<file path="src/rtl/uart_fifo_pkg.sv">
// Shared limits and flag bundle for the UART receive/transmit FIFO.
// The limits bound the legal WIDTH/SIZE_E combinations for every FIFO instance.
package uart_fifo_pkg;

    localparam int SIZE_E_MIN = 2;
    localparam int SIZE_E_MAX = 11;
    localparam int WIDTH_MAX  = 32;

    typedef struct packed {
        logic empty;
        logic full;
        logic trig;
        logic overflow;
    } fifo_flags_t;

    function automatic bit fifo_params_ok(input int width, input int size_e);
        return (width >= 1) && (width <= WIDTH_MAX) &&
               (size_e >= SIZE_E_MIN) && (size_e <= SIZE_E_MAX);
    endfunction

endpackage

</file>
<file path="src/rtl/uart_fifo_mem.sv">
// Simple dual-port storage, WIDTH x 2**SIZE_E, sync write and enabled sync read.
// Read data appears one edge after rd_en; a same-address write in that edge returns the old word.
module uart_fifo_mem #(
    parameter int WIDTH  = 8,
    parameter int SIZE_E = 6
) (
    input  logic              CLK,
    input  logic              RST,
    input  logic              wr_en,
    input  logic [SIZE_E-1:0] wr_addr,
    input  logic [WIDTH-1:0]  wr_dat,
    input  logic              rd_en,
    input  logic [SIZE_E-1:0] rd_addr,
    output logic [WIDTH-1:0]  rd_dat
);

    localparam int DEPTH = 1 << SIZE_E;

    logic [WIDTH-1:0] mem_q [DEPTH];
    logic [WIDTH-1:0] rd_dat_q;

    // Storage is deliberately left unreset so large depths map onto block RAM.
    always_ff @(posedge CLK) begin
        if (wr_en) begin
            mem_q[wr_addr] <= wr_dat;
        end
    end

    always_ff @(posedge CLK or posedge RST) begin
        if (RST) begin
            rd_dat_q <= '0;
        end else if (rd_en) begin
            rd_dat_q <= mem_q[rd_addr];
        end
    end

    assign rd_dat = rd_dat_q;

endmodule

</file>
<file path="src/rtl/uart_fifo_ctrl.sv">
// Synchronous FIFO with occupancy, trigger level, flush and sticky overflow; Q is valid one edge after READ.
// Writes into a full FIFO are dropped and flagged unless a read is accepted in the same edge; empty reads are ignored.
module uart_fifo_ctrl
    import uart_fifo_pkg::*;
#(
    parameter int WIDTH  = 8,
    parameter int SIZE_E = 6
) (
    input  logic              CLK,
    input  logic              RST,
    input  logic              CLEAR,
    input  logic              WRITE,
    input  logic [WIDTH-1:0]  D,
    input  logic              READ,
    output logic [WIDTH-1:0]  Q,
    input  logic [SIZE_E:0]   TRIG_LVL,
    output logic [SIZE_E:0]   USAGE,
    output logic              EMPTY,
    output logic              FULL,
    output logic              TRIG,
    output logic              OVERFLOW
);

    if (!fifo_params_ok(WIDTH, SIZE_E)) begin : g_bad_params
        $error("uart_fifo_ctrl: WIDTH=%0d SIZE_E=%0d outside supported range", WIDTH, SIZE_E);
    end

    localparam logic [SIZE_E:0] DEPTH = {1'b1, {SIZE_E{1'b0}}};
    localparam logic [SIZE_E:0] ONE   = {{SIZE_E{1'b0}}, 1'b1};

    logic [SIZE_E:0] rd_ptr_q, rd_ptr_d;
    logic [SIZE_E:0] wr_ptr_q, wr_ptr_d;
    logic [SIZE_E:0] usage_q, usage_d;
    logic            ovf_q, ovf_d;
    logic            rd_acc, wr_acc, wr_drop;
    fifo_flags_t     flags;

    // All flags decode from registered state only; TRIG_LVL is the sole live input.
    always_comb begin
        flags.empty    = (usage_q == '0);
        flags.full     = (usage_q == DEPTH);
        flags.trig     = (TRIG_LVL != '0) && (usage_q >= TRIG_LVL);
        flags.overflow = ovf_q;
    end

    always_comb begin
        rd_acc   = READ && !flags.empty && !CLEAR;
        wr_acc   = WRITE && (!flags.full || rd_acc) && !CLEAR;
        wr_drop  = WRITE && !wr_acc && !CLEAR;
        rd_ptr_d = rd_ptr_q;
        wr_ptr_d = wr_ptr_q;
        usage_d  = usage_q;
        ovf_d    = ovf_q;
        if (CLEAR) begin
            rd_ptr_d = '0;
            wr_ptr_d = '0;
            usage_d  = '0;
            ovf_d    = 1'b0;
        end else begin
            if (rd_acc) begin
                rd_ptr_d = rd_ptr_q + ONE;
            end
            if (wr_acc) begin
                wr_ptr_d = wr_ptr_q + ONE;
            end
            usage_d = wr_ptr_d - rd_ptr_d;
            if (wr_drop) begin
                ovf_d = 1'b1;
            end
        end
    end

    always_ff @(posedge CLK or posedge RST) begin
        if (RST) begin
            rd_ptr_q <= '0;
            wr_ptr_q <= '0;
            usage_q  <= '0;
            ovf_q    <= 1'b0;
        end else begin
            rd_ptr_q <= rd_ptr_d;
            wr_ptr_q <= wr_ptr_d;
            usage_q  <= usage_d;
            ovf_q    <= ovf_d;
        end
    end

    uart_fifo_mem #(
        .WIDTH  (WIDTH),
        .SIZE_E (SIZE_E)
    ) u_mem (
        .CLK     (CLK),
        .RST     (RST),
        .wr_en   (wr_acc),
        .wr_addr (wr_ptr_q[SIZE_E-1:0]),
        .wr_dat  (D),
        .rd_en   (rd_acc),
        .rd_addr (rd_ptr_q[SIZE_E-1:0]),
        .rd_dat  (Q)
    );

    assign USAGE    = usage_q;
    assign EMPTY    = flags.empty;
    assign FULL     = flags.full;
    assign TRIG     = flags.trig;
    assign OVERFLOW = flags.overflow;

endmodule

</file>
<file path="config.mk">
export PLATFORM = sky130hd
export DESIGN_NAME = uart_fifo_ctrl
export DESIGN_NICKNAME = d
export VERILOG_FILES = /design/src/rtl/uart_fifo_pkg.sv /design/src/rtl/uart_fifo_mem.sv /design/src/rtl/uart_fifo_ctrl.sv
export SDC_FILE = /design/constraint.sdc
export NUM_CORES = 1
export LEC_CHECK = 0
export ABC_AREA = 1
export BUFFER_PORTS_ARGS = -buffer_cell sky130_fd_sc_hd__buf_4
export CELL_PAD_IN_SITES_DETAIL_PLACEMENT = 1
export CELL_PAD_IN_SITES_GLOBAL_PLACEMENT = 2
export CORE_MARGIN = 2
export CORE_UTILIZATION = 43
export DETAILED_ROUTE_END_ITERATION = 10
export PLACE_DENSITY = 0.84
export SYNTH_ARGS = -nofsm -noshare
export SYNTH_HDL_FRONTEND = slang
export SYNTH_HIERARCHICAL = 1
export SYNTH_SLANG_ARGS = --single-unit
</file>
<file path="constraint.sdc">
create_clock -name CLK -period 3.3 [get_ports CLK]
set_input_delay 0.165 -clock CLK [delete_from_list [all_inputs] [get_ports CLK]]
set_output_delay 0.165 -clock CLK [all_outputs]
set_load 0.1 [all_outputs]
</file>
* Word-level counts from Yosys, hierarchy flattened
Memories as Yosys holds them, arrays and structs flattened. A register that Yosys moved wholly into a read port is not among the register bits.
Cells that the tools add are included.
** Cells by class
- Equal/unequal tests :: 1
- Muxes and demuxes :: 11
- Reductions and logical operators :: 15
- $add $sub $neg :: 3
- $lt $le $gt $ge :: 1
** Operators with widths (number)
- two-way mux 7 bit :: 7
- adder 7 x 1 -> 7 bit (second input constant) :: 2
- == test 7 bit (second input constant) :: 1
- greater-or-equal comparator 7 bit :: 1
- logical AND 1 bit :: 7
- zero test 7 bit :: 1
- nonzero test 7 bit :: 1
- subtractor 7 bit :: 1
- zero test 1 bit :: 4
- two-way mux 1 bit :: 4
- nonzero test 2 bit :: 1
- logical OR 1 bit :: 1
** Word-level totals
- Output and inout bits :: 19
- Memory bits (writable) :: 512
- Logic and storage cells :: 36
- Input port bits :: 20
- Memories kept :: 1
- Register bits after elaboration :: 22
** Memories
- u_mem.mem_q :: depth 64, bits a word 8, read ports 1, clocked after memory_dff 1, wr ports 1, line uart_fifo_mem.sv:19 : logic [WIDTH-1:0] mem_q [DEPTH];

* Longest topological paths before layout
Gate-level depths: netlist of run 1.
- Word-level depth :: 12
- Gate-level depth with buffers :: 16

* Cells and area by module
Netlist of run 1, hierarchy kept.
** By module, submodules not included
- uart_fifo_mem :: times used 1, cells an instance 1800, area each 21328.0 um^2
- uart_fifo_ctrl :: times used 1, cells an instance 212, area each 1635.3 um^2

* Least setup slack after synthesis of run 1
No wires, ideal clock.
- Path type :: register to register
- Start point :: reg usage_q[4] (netlist: USAGE[4])
- End point :: reg usage_q[6] (netlist: USAGE[6])
- Path slack :: -0.008 ns
- Arrival :: 3.189 ns
- Setup time :: 0.119 ns
- Cell stages (with the launch flop) :: 12
- Path through :: dfrtp_1 > nor2_1 > nand2_1 > nor2_2 > nor2_4 > xor2_1 > ha_1 > fa_1 > inv_1 > nand4_1 > a21oi_1 > nor2_1
** On the way
- Word-level cells in the longest chain between the ends :: 11
- Elaborated cells on any way between the ends :: 15
** Ends and longest elaborated chain
- start: declaration :: line uart_fifo_ctrl.sv:33 : logic [SIZE_E:0] usage_q, usage_d;
- start signal: assignment :: line uart_fifo_ctrl.sv:82 : usage_q <= usage_d;
- zero test 7 bit (*) :: line uart_fifo_ctrl.sv:40 : flags.empty = (usage_q == '0);
- net EMPTY :: line uart_fifo_ctrl.sv:18 : output logic EMPTY,
- zero test 1 bit (*) :: line uart_fifo_ctrl.sv:47 : rd_acc = READ && !flags.empty && !CLEAR;
- logical AND 1 bit (*) (2 in series) :: line uart_fifo_ctrl.sv:47
- net rd_acc :: line uart_fifo_ctrl.sv:35 : logic rd_acc, wr_acc, wr_drop;
- logical OR 1 bit :: line uart_fifo_ctrl.sv:48 : wr_acc = WRITE && (!flags.full || rd_acc) && !CLEAR;
- logical AND 1 bit (2 in series) :: line uart_fifo_ctrl.sv:48
- two-way mux 7 bit :: line uart_fifo_ctrl.sv:63 : if (wr_acc) begin
- two-way mux 7 bit :: line uart_fifo_ctrl.sv:54 : if (CLEAR) begin
- subtractor 7 bit (*) :: line uart_fifo_ctrl.sv:66 : usage_d = wr_ptr_d - rd_ptr_d;
- two-way mux 7 bit (*) :: line uart_fifo_ctrl.sv:54
- net usage_d[6] :: line uart_fifo_ctrl.sv:33
The timed path passes the listed nets; every way through them passes the cells marked *. The select of a mux whose other input is x is not followed.
A chain may end at the register's enable or synchronous reset.

* Worst setup path after layout of run 1
- Start point :: reg usage_q[2] (netlist: USAGE[2])
- End point :: mem u_mem.mem_q[32][2] (enable)
** On the way
- Word-level cells in the longest chain between the ends :: 9
- Elaborated cells on any way between the ends :: 11
** Ends and longest elaborated chain
- zero test 7 bit :: line uart_fifo_ctrl.sv:40
- zero test 1 bit :: line uart_fifo_ctrl.sv:47
- logical AND 1 bit (2 in series) :: line uart_fifo_ctrl.sv:47
- logical OR 1 bit (*) :: line uart_fifo_ctrl.sv:48
- logical AND 1 bit (*) (2 in series) :: line uart_fifo_ctrl.sv:48
- net wr_acc :: line uart_fifo_ctrl.sv:35
- two-way mux 1 bit (*) :: line uart_fifo_mem.sv:24 : if (wr_en) begin
- two-way mux 1 bit (not written as such) (*) :: line uart_fifo_mem.sv:25 : mem_q[wr_addr] <= wr_dat;
- end: declaration :: line uart_fifo_mem.sv:19
The timed path passes the listed nets; every way through them passes the cells marked *.

==> results.sh, run 1 <==
export IMPL_firstDrtPassIters=5
export IMPL_hold_path_startpoint="READ"
export IMPL_layout_drive_gt1_share=0.1068
export IMPL_timing_final_max_slew_violations=0
export IMPL_overflow=0
export IMPL_num_antenna_cells=0
export IMPL_placement_rows=84
export IMPL_rsz_0062_raised_after_global_routing="false"
export IMPL_cell_count_after_synthesis=2012
export IMPL_clock_latency_reported_for_the_late_side_of_the_worst_skew_pair_ns=0.63
export IMPL_critical_path_cell_count=8
export IMPL_floorplan_initialDensity=0.4361
export IMPL_cp_num_buf_inv=2
export IMPL_worstSetupEndpoint="u_mem/mem_q[32][2]$_DFFE_PP_"
export IMPL_yosysSeqAreaShare=0.7022
export IMPL_maximum_number_of_pins_on_one_net_before_global_route_repair=115
export IMPL_layout_cells_most_common="nand2_1"
export IMPL_asyncSetResetFlopFracSynth=0.05535
export IMPL_post_synth_instance_area_sq_mm=0.02296
export IMPL_finalHoldViolations=0
export IMPL_edff_count_synth=512
export IMPL_timing_worst_setup_path_type="reg -> reg"
export IMPL_total_leakage_power_uw=0.009586
export IMPL_grt_pass1_vias=16480
export IMPL_pwr_share_seq=0.454
export IMPL_final_setup_skew_ns=0.02777
export IMPL_cts_root_buf="clkbuf_16"
export IMPL_post_synth_top_area_fraction=0.6695
export IMPL_final_min_period_over_clock_period=0.8281
export IMPL_fin_tns_setup_ns=0
export IMPL_die_y_um=235.1
export IMPL_power_net_switching_uw=4896
export IMPL_detailedPlacementHpwl_mm=39.33
export IMPL_maximum_clock_frequency_mhz=365.9
export IMPL_path_cells="nor2_1 -> nand2_2 -> inv_2 -> nand3_4 -> nand2_4 -> inv_4 -> nand4_1 -> nor2_1"
export IMPL_r2r_worst_path_cells=8
export IMPL_slew_limit_headroom=0.3987
export IMPL_area_delta_synth_final_pct=13.17
export IMPL_max_cap_violations=0
export IMPL_cts_post_setup_buffers_inserted=0
export IMPL_clk_sink_count=542
export IMPL_worst_r2r_endpoint="u_mem/mem_q[32][2]$_DFFE_PP_"
export IMPL_worstHoldPathType="in -> reg"
export IMPL_floorplan_die_area_sq_mm=0.05527
export IMPL_cts_max_path_buffers=3
export IMPL_setup_worst_path_start_class="flop"
export IMPL_detailedRoute_firstIterationViolations=1270
export IMPL_synth_cell_types=37
export IMPL_crit_required_ns=3.53
export IMPL_power_clock_fraction=0.386
export IMPL_syn_area_per_cell_sq_um=11.41
export IMPL_min_period_ns=2.733
export IMPL_worstHoldPathCells=5
export IMPL_core_area_sq_mm=0.05266
export IMPL_synth_largest_area_cell="edfxtp_1"
export IMPL_cp_startpoint="USAGE[2]$_DFF_PP0_"
export IMPL_routabilityCongestion=0.8461
export IMPL_peakVddDrop_mv=0.4206
export IMPL_cpMostUsedCell="nor2_1"
export IMPL_port_buffers=38
export IMPL_grt_util_all_layers=0.2373
export IMPL_tightestPinTransition_ns=0.9009
export IMPL_grt_antenna_before_repair=0
export IMPL_avgViaCountPerCell=5.611
export IMPL_critical_path_slowest_cell="nor2_1"
export IMPL_endpoint_kind="flop"
export IMPL_yosys_warnings=6
export IMPL_setup_viol=0
export IMPL_clock_tree_from_tritoncts="done"
export IMPL_worst_ep_arrival_time_ns=2.96
export IMPL_routed_wl_mm=65.66
export IMPL_reg2reg_slack_ns=0.57
export IMPL_status="completed"
export IMPL_critical_path_max_stage_delay_ns=0.83
export IMPL_swShare=0.2866
export IMPL_regToRegStartpoint="USAGE[2]$_DFF_PP0_"
export IMPL_detail_route_antenna_nets=0
export IMPL_wire_per_inst_um=23.42
export IMPL_power_share_combinational=0.160
export IMPL_die_width_um=235.1
export IMPL_routed_via_count=15730
export IMPL_ioPinCount=39
export IMPL_synth_ff_latch_count=542
export IMPL_path_delay_family="simple AND/OR/NAND/NOR gates"
export IMPL_dominantRegCellSynth="edfxtp_1"
export IMPL_grt_pass1_wl_mm=100.2
export IMPL_synth_top_cells_by_area="edfxtp_1 (67%), nand3_1 (11%), nand2_1 (11%), dfrtp_1 (3.3%), nor2_1 (1.3%)"
export IMPL_mostFrequentLayoutCells="nand2_1 (644), edfxtp_1 (512), nand3_1 (487)"
export IMPL_clkTransAtPathRegs_ns=0.06
export IMPL_cts_htree_levels=2
export IMPL_synthesis_nets=2048
export IMPL_drcViolationCount=0
export IMPL_numCtsBuffers=57
export IMPL_nNetsFinal=2108
export IMPL_post_layout_total_power_uw=17080
export IMPL_worst_path_max_fanout=13
export IMPL_cellInternalPower_uw=12190
export IMPL_powerDensity_mw_per_mm2=657.3
-- power by group through the flow --
stage                     clock [uW]  combinational [uW]  sequential [uW]
after floorplan                    0                1470             8300
after global placement             0                2680             7900
after detailed placement           0                2710             7900
after CTS                       6700                2730             7760
after global routing            6980                2950             7760
final                           6600                2730             7760
-- synthesized netlist by cell type, types with 2 or more instances --
| master | number |
|---|---|
| o21ai_0 | 6 |
| o21ai_1 | 2 |
| nor3b_1 | 2 |
| dfrtp_1 | 30 |
| inv_1 | 44 |
| nor4_1 | 8 |
| xnor2_1 | 3 |
| edfxtp_1 | 512 |
| inv_2 | 5 |
| buf_1 | 12 |
| a21oi_1 | 12 |
| nand2_4 | 2 |
| nand4_1 | 13 |
| xor2_1 | 8 |
| buf_2 | 48 |
| buf_6 | 26 |
| nor2_2 | 4 |
| nand2_2 | 6 |
| inv_6 | 2 |
| clkbuf_1 | 15 |
| buf_4 | 14 |
| nand2_1 | 644 |
| nand3_1 | 487 |
| ha_1 | 15 |
| nand3b_1 | 2 |
| nor2_1 | 79 |
-- metrics by stage --
| step | cells | area [sq um] | hold WS (ns) | worst slack (ns) | util |
|---|---|---|---|---|---|
| final | 2804 | 25990 | 0.03594 | 0.5673 | 0.4935 |
| after global routing | 2804 | 25990 | 0.05481 | 0.4262 | 0.4935 |
| after CTS | 2803 | 25960 | 0.01238 | 0.5699 | 0.4930 |
| after detailed placement | 2697 | 24010 | 0.1833 | 0.5851 | 0.4560 |
| after global placement | 2697 | 24010 | 0.1851 | 0.5721 | 0.4560 |
| after floorplan | 2012 | 22970 | -0.01934 | 0.02154 | - |
-- sequential cells by signal, indices dropped and copies added (netlist names) --
register,count
rd_ptr_q,7
u_mem/rd_dat,8
USAGE,7
u_mem/mem_q,512
OVERFLOW,1
wr_ptr_q,7
-- kinds of logic after synthesis --
group,Yosys count,synth area share
XOR/XNOR,11,0.004196
buffers and inverters,168,0.04190
adder cells (fa/ha/maj),16,0.009045
AND/OR/NAND/NOR,1251,0.2369
flip-flops,542,0.7022
AO/OA/AOI/OAI,24,0.005776
-- worst min-delay path: cells and delay by family --
kind | cells | cell delay (ns)
buffers and inverters | 1 | 0.12
AND/OR/NAND/NOR | 4 | 0.32
-- metal layers --
layer | routed length (um) | global-route usage | share of wire | vias up
li1 | - | - | - | 7139
met1 | 27440 | 0.3174 | 0.42 | 7994
met2 | 32270 | 0.3966 | 0.49 | 475
met3 | 3640 | 0.03342 | 0.055 | 125
met4 | 2318 | 0.08535 | 0.035 | 0
met5 | 0 | 0 | 0 | -
-- cell type report --
class	instances	area, sq um
fill	5536	26670
inverter	52	210.2
sequential	542	16130
clock inverter	32	411.6
clock buffer	71	1509
timing repair buffer	117	980.9
tap	688	860.8
multi-input combinational	1302	5881
-- repair_timing --
action	CTS	global route
hold buffers	3	0
resized for setup	0	0
hold endpoints to repair	48	0
-- worst min-delay path by stage --
stage	end	slack, ns
2_1_floorplan	u_mem/rd_dat[0]$_DFFE_PP0P_	-0.02
3_3_place_gp	u_mem/rd_dat[7]$_DFFE_PP0P_	0.19
3_5_place_dp	u_mem/rd_dat[3]$_DFFE_PP0P_	0.18
4_1_cts	u_mem/rd_dat[6]$_DFFE_PP0P_	0.01
5_1_grt	u_mem/rd_dat[5]$_DFFE_PP0P_	0.05
6_report	u_mem/rd_dat[6]$_DFFE_PP0P_	0.04
Note: power is estimated with default switching activity, not from simulation.
==> run 2: changes to the inputs <==
--- a/config.mk
+++ b/config.mk
@@ -10,9 +10,9 @@
 export CELL_PAD_IN_SITES_DETAIL_PLACEMENT = 1
 export CELL_PAD_IN_SITES_GLOBAL_PLACEMENT = 2
 export CORE_MARGIN = 2
-export CORE_UTILIZATION = 43
+export CORE_UTILIZATION = 39
 export DETAILED_ROUTE_END_ITERATION = 10
-export PLACE_DENSITY = 0.84
+export PLACE_DENSITY = 0.81
 export SYNTH_ARGS = -nofsm -noshare
 export SYNTH_HDL_FRONTEND = slang
 export SYNTH_HIERARCHICAL = 1
==> constraint.sdc (replaced) <==
create_clock -name CLK -period 2.2 [get_ports CLK]
set_input_delay 0.11 -clock CLK [delete_from_list [all_inputs] [get_ports CLK]]
set_output_delay 0.11 -clock CLK [all_outputs]
set_load 0.1 [all_outputs]
==> run 2 against run 1 <==
Compared with the run above:
- the run now ends with negative setup slack left
- cell count grew 6.0%
- hold slack lost 0.0037 ns
- global-route usage shrank 1.5 points
- flip-flop and latch count is the same
- critical endpoint is now USAGE[6]$_DFF_PP0_
- largest power group unchanged
==> results.sh, run 2 (synthesis gave the netlist of run 1 again) <==
export IMPL_numCtsBuffers=56
export IMPL_placed_cell_area_sq_mm=0.02521
export IMPL_timing_worst_setup_path_type="reg -> reg"
export IMPL_largest_register_ffs=512
export IMPL_detail_route_antenna_nets=0
export IMPL_worst_path_max_fanout=4
export IMPL_maximum_clock_frequency_mhz=391.8
export IMPL_detailedRoute_firstIterationViolations=1217
export IMPL_final_cell_area_sq_mm=0.02835
export IMPL_postLayoutSetupSlackWorst_ns=-0.3523
export IMPL_max_cap_violations=0
export IMPL_routabilityCongestion=0.8064
export IMPL_mostFrequentLayoutCells="nand2_1 (609), edfxtp_1 (512), nand3_1 (439)"
export IMPL_die_width_um=246.7
export IMPL_cts_htree_levels=2
export IMPL_registers_top_by_ff_count="u_mem/mem_q"
export IMPL_maximum_number_of_pins_on_one_net_before_global_route_repair=65
export IMPL_clock_latency_reported_for_the_late_side_of_the_worst_skew_pair_ns=0.63
export IMPL_fin_cells=2973
export IMPL_setup_viol=21
export IMPL_floorplan_die_area_sq_mm=0.06084
export IMPL_failed_checks="negative setup slack"
export IMPL_status="finished, violations left"
export IMPL_core_area_sq_mm=0.05792
export IMPL_cts_max_path_buffers=3
export IMPL_die_y_um=246.7
export IMPL_path_delay_family="simple AND/OR/NAND/NOR gates"
export IMPL_grt_pass1_vias=16820
export IMPL_firstDrtPassIters=5
export IMPL_critical_path_max_stage_delay_ns=0.48
export IMPL_powerDensity_mw_per_mm2=925.9
export IMPL_fin_tns_setup_ns=-1.222
export IMPL_dp_cells=2825
export IMPL_rsz_0062_raised_after_global_routing="true"
export IMPL_floorplan_initialDensity=0.3965
export IMPL_regToRegStartpoint="USAGE[2]$_DFF_PP0_"
export IMPL_area_delta_synth_final_pct=23.48
export IMPL_layout_cells_most_common="nand2_1"
export IMPL_detailedPlacementHpwl_mm=40.61
export IMPL_endpoint_kind="flop"
export IMPL_r2r_worst_path_cells=17
export IMPL_timing_final_max_slew_violations=0
export IMPL_finalHoldViolations=0
export IMPL_grt_pass1_wl_mm=101.5
export IMPL_whs_ns=0.03220
export IMPL_num_antenna_cells=0
export IMPL_cts_root_buf="clkbuf_16"
export IMPL_layout_drive_gt1_share=0.2210
export IMPL_worst_r2r_endpoint="USAGE[6]$_DFF_PP0_"
export IMPL_final_min_period_over_clock_period=1.160
export IMPL_worstHoldPathType="in -> async"
export IMPL_routed_wl_mm=68.86
export IMPL_routed_via_count=16210
export IMPL_post_layout_total_power_uw=26250
export IMPL_crit_required_ns=2.69
export IMPL_overflow=0
export IMPL_worst_ep_arrival_time_ns=3.04
export IMPL_placement_rows=88
export IMPL_nNetsFinal=2197
export IMPL_reg2reg_slack_ns=-0.35
export IMPL_path_cells="buf_4 -> nor2_4 -> nand2_4 -> inv_4 -> nand3_4 -> nand2_4 -> clkinv_4 -> nand2_1 -> nor2_1 -> xor2_1 -> ha_1 -> nand2_1 -> buf_4 -> inv_1 -> nand4_1 -> a21oi_1 -> nor2_1"
export IMPL_grt_util_all_layers=0.2220
export IMPL_clock_tree_from_tritoncts="done"
export IMPL_clkTransAtPathRegs_ns=0.06
export IMPL_port_buffers=38
export IMPL_clk_sink_count=542
export IMPL_peakVddDrop_mv=0.6986
export IMPL_cp_num_buf_inv=5
export IMPL_setup_worst_path_start_class="flop"
export IMPL_slew_limit_headroom=0.3595
export IMPL_tightestPinTransition_ns=0.9608
export IMPL_avgViaCountPerCell=5.451
export IMPL_final_setup_skew_ns=0.03269
export IMPL_wire_per_inst_um=23.16
export IMPL_critical_path_slowest_cell="dfrtp_4"
export IMPL_drcViolationCount=0
export IMPL_grt_antenna_before_repair=0
export IMPL_min_period_ns=2.552
export IMPL_total_leakage_power_uw=0.01036
export IMPL_ioPinCount=39
[run 2: cell count changes in the layout (fill, tap and decap cells not counted), sizes merged]
cell | before | now
clkbuf | 71 | 85
bufinv | 9 | 5
bufbuf | 0 | 2
buf | 114 | 193
clkinv | 21 | 19
dlygate4sd3 | 3 | 4
clkinvlp | 2 | 4
[run 2: worst min-delay path: cells and delay by family]
family	cells	cell delay, ns
buffers and inverters	3	0.93
[run 2: timing repair]
action | 4_1_cts | 5_1_grt
buffers inserted | 14 | 13
pin swaps | 26 | 34
endpoints found under the hold margin | 72 | 0
hold buffers | 4 | 0
cloned | 4 | 8
gates resized for setup | 58 | 115
setup endpoints to repair | 78 | 143
[run 2: layer usage]
layer,routed length [um],vias to the layer above,track usage
li1,-,7365,-
met1,29710,8334,0.2973
met2,34160,401,0.3763
met3,3336,107,0.02854
met4,1648,0,0.06963
met5,0,-,0.001634
[run 2: how the worst max path moves through the flow]
stage                                  start  slack, ns  cells past startpoint                      endpoint
after global placement    USAGE[5]$_DFF_PP0_      -0.11                     16            USAGE[6]$_DFF_PP0_
after detailed placement  USAGE[4]$_DFF_PP0_      -0.17                     16            USAGE[6]$_DFF_PP0_
after floorplan           USAGE[0]$_DFF_PP0_      -0.61                      9  u_mem/mem_q[48][0]$_DFFE_PP_
after global routing      USAGE[2]$_DFF_PP0_      -0.44                     17            USAGE[6]$_DFF_PP0_
final                     USAGE[2]$_DFF_PP0_      -0.35                     17            USAGE[6]$_DFF_PP0_
after CTS                 USAGE[2]$_DFF_PP0_      -0.35                     11                          TRIG
[run 2: area by class of cell]
cell class	instances	area, sq um
Fill cell	6052	29560
Sequential cell	542	16160
Multi-Input combinational cell	1302	6842
Timing Repair Buffer	207	2349
Clock buffer	77	1500
Tap cell	765	957.2
Clock inverter	28	310.3
Inverter	52	239.0
[run 2: report_power, final]
part	switching [uW]	internal (uW)
clock network	4000	5390
registers	89.5	11400
logic	3660	1680
[run 2: through the flow]
| step | utilization | setup slack [ns] |
|---|---|---|
| floorplan | - | -0.6117 |
| global placement | 0.4353 | -0.1144 |
| detailed placement | 0.4353 | -0.1683 |
| CTS | 0.4760 | -0.3477 |
| global route | 0.4896 | -0.4398 |
| finish | 0.4896 | -0.3523 |
